`src/rtl/exec_pkg.sv`:
```
// Shared types and default geometry for the vector execute stage.
package exec_pkg;
    localparam int DEF_LANES  = 4;
    localparam int DEF_LANE_W = 32;

    typedef enum logic [2:0] {
        ALU_ADD = 3'b000,
        ALU_SUB = 3'b001,
        ALU_AND = 3'b010,
        ALU_OR  = 3'b011,
        ALU_XOR = 3'b100,
        ALU_SLT = 3'b101,
        ALU_SLL = 3'b110,
        ALU_SRL = 3'b111
    } alu_op_e;

    typedef enum logic [1:0] {
        FWD_REG     = 2'b00,
        FWD_WB      = 2'b01,
        FWD_MEM     = 2'b10,
        FWD_REG_ALT = 2'b11
    } fwd_sel_e;

    typedef enum logic [1:0] { IDLE, VEC, HOLD } exec_state_e;
endpackage

```
`src/rtl/lane_alu.sv`:
```
// One lane of the vector ALU; add/sub optionally saturate as signed values.
module lane_alu
    import exec_pkg::*;
#(
    parameter int LANE_W = DEF_LANE_W
) (
    input  logic [LANE_W-1:0] a,
    input  logic [LANE_W-1:0] b,
    input  alu_op_e           op,
    input  logic              satEn,
    output logic [LANE_W-1:0] y
);
    localparam int SHW = $clog2(LANE_W);

    logic [LANE_W-1:0] sum, diff, satVal;
    logic              sumOvf, diffOvf;

    assign sum     = a + b;
    assign diff    = a - b;
    assign sumOvf  = (a[LANE_W-1] == b[LANE_W-1]) && (sum[LANE_W-1] != a[LANE_W-1]);
    assign diffOvf = (a[LANE_W-1] != b[LANE_W-1]) && (diff[LANE_W-1] != a[LANE_W-1]);
    // Signed overflow always runs past the extreme on a's side of zero.
    assign satVal  = a[LANE_W-1] ? {1'b1, {(LANE_W-1){1'b0}}} : {1'b0, {(LANE_W-1){1'b1}}};

    always_comb begin
        y = '0;
        case (op)
            ALU_ADD: y = (satEn && sumOvf) ? satVal : sum;
            ALU_SUB: y = (satEn && diffOvf) ? satVal : diff;
            ALU_AND: y = a & b;
            ALU_OR:  y = a | b;
            ALU_XOR: y = a ^ b;
            ALU_SLT: y = {{(LANE_W-1){1'b0}}, ($signed(a) < $signed(b))};
            ALU_SLL: y = a << b[SHW-1:0];
            default: y = a >> b[SHW-1:0];
        endcase
    end
endmodule

```
`src/rtl/vec_execute_unit.sv`:
```
// Execute stage: scalar ops in one cycle, vector ops PAR lanes per cycle.
// Define VEC_SAT_EN to make vector add/sub saturate per lane.
module vec_execute_unit
    import exec_pkg::*;
#(
    parameter  int LANES  = DEF_LANES,
    parameter  int LANE_W = DEF_LANE_W,
    parameter  int PAR    = 1,
    localparam int VW     = LANES * LANE_W
) (
    input  logic          clk,
    input  logic          rst,
    input  logic          in_valid,
    output logic          in_ready,
    input  logic          is_vectorial,
    input  logic          alu_src,
    input  logic          reg_write,
    input  logic          mem_write,
    input  logic          result_src,
    input  logic          branch,
    input  logic [2:0]    alu_ctrl,
    input  logic [VW-1:0] rd1,
    input  logic [VW-1:0] rd2,
    input  logic [VW-1:0] result_w,
    input  logic [31:0]   imm,
    input  logic [31:0]   pc,
    input  logic [31:0]   pc_plus4,
    input  logic [5:0]    rd_addr,
    input  logic [1:0]    fwd_a,
    input  logic [1:0]    fwd_b,
    output logic          out_valid,
    input  logic          out_ready,
    output logic [VW-1:0] alu_result_m,
    output logic [VW-1:0] write_data_m,
    output logic [5:0]    rd_m,
    output logic [31:0]   pc_plus4_m,
    output logic          reg_write_m,
    output logic          mem_write_m,
    output logic          result_src_m,
    output logic          pc_src,
    output logic [31:0]   pc_target,
    output logic          busy
);
    localparam int CW = (LANES > 1) ? $clog2(LANES) : 1;
    typedef logic [LANES-1:0][LANE_W-1:0] vec_t;

    exec_state_e state, stateNext;
    logic [CW-1:0] laneCnt;
    vec_t fwdA, fwdB, opBLive, opA, opB, res;
    alu_op_e opReg, aluOp;
    logic aluSat, accept, lastStep;
    logic [LANE_W-1:0] immLane;
    logic [PAR-1:0][LANE_W-1:0] aluA, aluB, aluY;

    always_comb begin
        fwdA = rd1;
        case (fwd_sel_e'(fwd_a))
            FWD_WB:  fwdA = result_w;
            FWD_MEM: fwdA = res;
            default: fwdA = rd1;
        endcase
    end

    always_comb begin
        fwdB = rd2;
        case (fwd_sel_e'(fwd_b))
            FWD_WB:  fwdB = result_w;
            FWD_MEM: fwdB = res;
            default: fwdB = rd2;
        endcase
    end

    assign immLane = LANE_W'($signed(imm));
    for (genvar l = 0; l < LANES; l++) begin : gOpB
        assign opBLive[l] = alu_src ? immLane : fwdB[l];
    end

    assign in_ready  = rst && ((state == IDLE) || ((state == HOLD) && out_ready));
    assign accept    = in_valid && in_ready;
    assign lastStep  = (laneCnt == CW'(LANES - PAR));
    assign out_valid = (state == HOLD);
    assign busy      = (state != IDLE);
    assign pc_target = pc + imm;
    assign pc_src    = accept && branch && !is_vectorial && (fwdA[0] == fwdB[0]);
    assign alu_result_m = res;

    always_comb begin
        stateNext = state;
        case (state)
            IDLE: if (accept) stateNext = is_vectorial ? VEC : HOLD;
            VEC:  if (lastStep) stateNext = HOLD;
            HOLD: begin
                if (accept)         stateNext = is_vectorial ? VEC : HOLD;
                else if (out_ready) stateNext = IDLE;
            end
            default: stateNext = IDLE;
        endcase
    end

    // Outside VEC the ALUs see live operands so a scalar result lands on the accept edge.
    assign aluOp = (state == VEC) ? opReg : alu_op_e'(alu_ctrl);
`ifdef VEC_SAT_EN
    assign aluSat = (state == VEC);
`else
    assign aluSat = 1'b0;
`endif

    for (genvar i = 0; i < PAR; i++) begin : gLane
        logic [CW-1:0] idx;
        assign idx     = laneCnt + CW'(i);
        assign aluA[i] = (state == VEC) ? opA[idx] : fwdA[i];
        assign aluB[i] = (state == VEC) ? opB[idx] : opBLive[i];
        lane_alu #(.LANE_W(LANE_W)) uAlu (
            .a(aluA[i]), .b(aluB[i]), .op(aluOp), .satEn(aluSat), .y(aluY[i])
        );
    end

    always_ff @(posedge clk or negedge rst) begin
        if (!rst) begin
            state        <= IDLE;
            laneCnt      <= '0;
            opA          <= '0;
            opB          <= '0;
            opReg        <= ALU_ADD;
            res          <= '0;
            write_data_m <= '0;
            rd_m         <= '0;
            pc_plus4_m   <= '0;
            reg_write_m  <= 1'b0;
            mem_write_m  <= 1'b0;
            result_src_m <= 1'b0;
        end else begin
            state <= stateNext;
            if (accept) begin
                opA          <= fwdA;
                opB          <= opBLive;
                opReg        <= alu_op_e'(alu_ctrl);
                write_data_m <= fwdB;
                rd_m         <= rd_addr;
                pc_plus4_m   <= pc_plus4;
                reg_write_m  <= reg_write;
                mem_write_m  <= mem_write;
                result_src_m <= result_src;
                laneCnt      <= '0;
                res          <= '0;
                if (!is_vectorial) res[0] <= aluY[0];
            end else if (state == VEC) begin
                for (int i = 0; i < PAR; i++) res[laneCnt + CW'(i)] <= aluY[i];
                laneCnt <= laneCnt + CW'(PAR);
            end
        end
    end
endmodule

```
`config.mk`:
```
export PLATFORM = sky130hd
export DESIGN_NAME = vec_execute_unit
export DESIGN_NICKNAME = d
export VERILOG_FILES = /design/src/rtl/exec_pkg.sv /design/src/rtl/lane_alu.sv /design/src/rtl/vec_execute_unit.sv
export SDC_FILE = /design/constraint.sdc
export NUM_CORES = 2
export LEC_CHECK = 0
export BUFFER_PORTS_ARGS = -buffer_cell sky130_fd_sc_hd__buf_2
export CORE_AREA = 2 2 326 328
export DETAILED_ROUTE_END_ITERATION = 6
export DIE_AREA = 0 0 328 330
export PLACE_DENSITY = 0.63
export REMOVE_ABC_BUFFERS = 1
export SLEW_MARGIN = 20
export SYNTH_ARGS = -nofsm -noshare
export SYNTH_HDL_FRONTEND = slang
export SYNTH_SLANG_ARGS = --single-unit
```
`constraint.sdc`:
```
create_clock -name clk -period 5.5 [get_ports clk]
set_input_delay 1.1 -clock clk [delete_from_list [all_inputs] [get_ports clk]]
set_output_delay 1.1 -clock clk [all_outputs]
set_load 0.02 [all_outputs]
```
==> reports/results.md <==
| Result | Reported |
|---|---|
| Final hold violation count | 0 |
| Worst slew margin relative to its limit | 0.104 |
| Cell area after synthesis | 38,600 sq um |
| Synth warnings | 0 |
| Final weighted congestion in routability-driven placement | 1.01 |
| Number of enable flip-flop cells after synthesis | 0 |
| Destination of the worst register-to-register timing path | alu_result_m[28]$_DFFE_PN0P_ |
| Leading register cell type out of synthesis | dfrtp_1 |
| TritonCTS clock tree | done |
| Result of the run | complete, no violations |
| Via count normalized by instance count | 5.93 |
| Startpoint of the most critical register-to-register path | alu_result_m[0]$_DFFE_PN0P_ |
| Placement Cell Area | 47,400 sq um |
| Vias in the first global route | 39,735 |
| Worst voltage drop across the vdd grid | 0.321 mV |
| Die extent in x | 328 microns |
| Global-route wire length before repair | 271,000 microns |
| Via count of the routed design | 41,523 |
| Iteration count of the initial detailed-routing pass | 6 |
| Post-synthesis cell count | 4,484 |
| Period utilisation layout | 0.993 |
| Arrival time at the worst endpoint | 4360 ps |
| Startpoint type of the worst setup path | input port |
| Drt wl/cell | 27.1 microns |
| Layout overhead on the synthesized area | 30.0% |
| Total clock buffers created by CTS | 68 |
| Proportion of synthesized chip area in sequential cells | 0.363 |
| Clock Latency Late Sink | 670 ps |
| Yosys reg bits | 560 |
| # H-tree levels | 3 |
| HP Class | in2async |
| Cell depth of the worst flop-to-flop path | 22 |
| Post-synthesis average cell area | 8.61 sq um |
| Overall power consumption | 35.0 mW |
| Commonest cells after routing, fill and taps aside | buf_2 (830), nand2_1 (671), dfrtp_1 (558), o21ai_0 (524), buf_4 (495) |
| Slew at the pin with the worst max-slew slack | 1340 ps |
| Maximum number of pins on one net before global-route repair | 268 |
| MaxCap Viol Count | 0 |
| IO Pins | 836 |
| FF/Latch Area | 14,000 sq um |
| Post-synthesis cell type count | 84 |
| Worst clock skew | 31.8 ps |
| Count of nets after finishing | 6,209 |
| Initial DRC Count | 4,214 |
| Effective utilization at floorplan | 0.369 |
| Drc violations | 0 |
| Share of layout cells above drive strength 1 | 0.302 |
| Max-slew violation total from the final report | 0 |
| Lkg Pwr | 23.9 nW |
| Die outline area | 108,000 sq um |
| Total wirelength of the detailed-routed design | 189,000 microns |
| Area used by multi-input combinational logic | 23,000 sq um |
| Clock slew at the register clock pins of the worst setup and hold paths | 50 ps |
| Core region area | 105,000 sq um |
| Worst reg2reg setup slack | 330 ps |
| Number of input and output port buffers inserted | 835 |
| Root buffer cell | clkbuf_16 |
| Most common library cell in the layout ignoring fill and taps | buf_2 |
| Critical path type | in2out |
| Sinks on Clock Net | 560 |
| Final HPWL from detailed placement | 144,000 microns |
| Maximum achievable frequency | 183 MHz |
| Dominant cells by area after synthesis | dfrtp_1 (36%), o21ai_0 (6.9%), nand2_1 (6.6%) |
| Final setup violation count | 0 |
| Power per cell area | 697 nW/um^2 |
| Core Rows | 119 |
| Max Buffers Root-to-Sink | 3 |
| Number of fillers in the final layout | 10,198 |
| Antenna violations before repair | 19 |
| Shortest period the worst path allows | 5460 ps |
| Area share of the leading cell type in the synthesized netlist | 0.363 |
| Core utilization of the finished layout | 0.480 |
| Height of the die | 330 microns |
| Nature of the critical path endpoint | primary output |
| Highest net fanout along the worst path | 16 |
| Count of antenna-violating nets left after detailed routing | 0 |
| GRT overflow | 0 |
| Largest area contributor in the netlist | dfrtp_1 |
| Required time of the worst setup path | 4400 ps |
| Final standard cell area without fillers | 50,200 sq um |
| Total global routing track utilization | 0.337 |
| Async S/R FF share, synth | 1.00 |
power breakdown:
group / switching [mW] / total [mW] / internal, mW / leakage, nW
Clock: 1.97 / 4.66 / 2.69 / 1.11
Combinational: 13.8 / 22.9 / 9.15 / 15.7
Sequential: 1.43 / 7.42 / 5.99 / 7.07
flip-flops by register name, indices dropped and copies added, names as in the netlist, 2 cells and up:
register      cells
alu_result_m    128
laneCnt           2
opA             128
opB             128
opReg             3
pc_plus4_m       32
rd_m              6
state             2
write_data_m    128
layer usage:
metal	share of wire	vias to the layer above	track usage	routed length (microns)
met3	0.083	404	0.0632	15700
met5	0.00064	-	0	121
met2	0.46	2132	0.536	86600
met4	0.040	18	0.126	7570
met1	0.42	20372	0.456	79300
li1	-	18597	-	-
Yosys cell counts (all sizes together) (13+ instances only):
master / number
a211oi: 32
a21o: 37
a21oi: 290
a221o: 114
a221oi: 24
a22o: 20
a22oi: 168
and3: 19
buf: 90
clkbuf: 282
dfrtp: 560
ha: 153
inv: 119
mux2: 59
mux2i: 184
mux4: 58
nand2: 676
nand2b: 18
nand3: 115
nand4: 13
nor2: 252
nor2b: 18
nor3: 29
nor4: 18
o211ai: 111
o21a: 159
o21ai: 584
o221ai: 16
o31ai: 27
xnor2: 62
xor2: 19
through the flow:
stage                TNS, ps  setup slack, ps  instances  hold WS (ps)
finish                     0             37.7       6997           311
CTS                    -26.2            -26.2       6984           280
global placement      -49340             -948       6863           452
global route           -32.6            -23.7       6995           296
detailed placement    -54600            -1070       6863           456
floorplan           -2881510            -7870       4112           439
how the worst max path moves through the flow:
stage,endpoint,from,cells past startpoint
2_1_floorplan,pc_src,out_ready,7
3_3_place_gp,alu_result_m[28]$_DFFE_PN0P_,fwd_b[1],25
3_5_place_dp,alu_result_m[28]$_DFFE_PN0P_,fwd_b[1],25
4_1_cts,pc_src,fwd_b[1],18
5_1_grt,pc_src,fwd_b[0],17
6_report,pc_src,fwd_b[0],17
what timing repair did:
item / in CTS / in global routing
gates cloned: 3 / 1
hold endpoints to repair: 0 / 0
pin swaps: 1 / 8
setup buffers: 0 / 4
hold buffers: 0 / 0
gates resized for setup: 37 / 62
endpoints found under the setup margin: 32 / 54
logic make-up after synthesis:
logic type,synth area share
multiplexers,0.100
adder cells (fa/ha/maj),0.0511
AND/OR/NAND/NOR,0.132
buffers and inverters,0.0512
AO/OA/AOI/OAI,0.284
flip-flops,0.363
XOR/XNOR,0.0184
cell type report:
class / instances / area share
Clock inverter: 21 / 0.00543
Clock buffer: 97 / 0.0397
Multi-Input combinational cell: 3433 / 0.458
Timing Repair Buffer: 1368 / 0.173
Inverter: 119 / 0.00905
Tap cell: 1391 / 0.0347
Antenna cell: 8 / 0.000399
Sequential cell: 560 / 0.279
worst max-delay path, stage by stage:
cell	delay, ps
buf_4	150
inv_1	110
ha_4	170
buf_4	230
buf_6	230
a22oi_2	70
nor2_1	90
a21oi_1	50
buf_4	140
buf_4	140
xnor2_2	150
nor4_4	290
buf_4	160
nand4_1	260
or4_4	670
nor4_4	140
buf_4	190
Note: power is estimated with default switching activity, not from simulation.
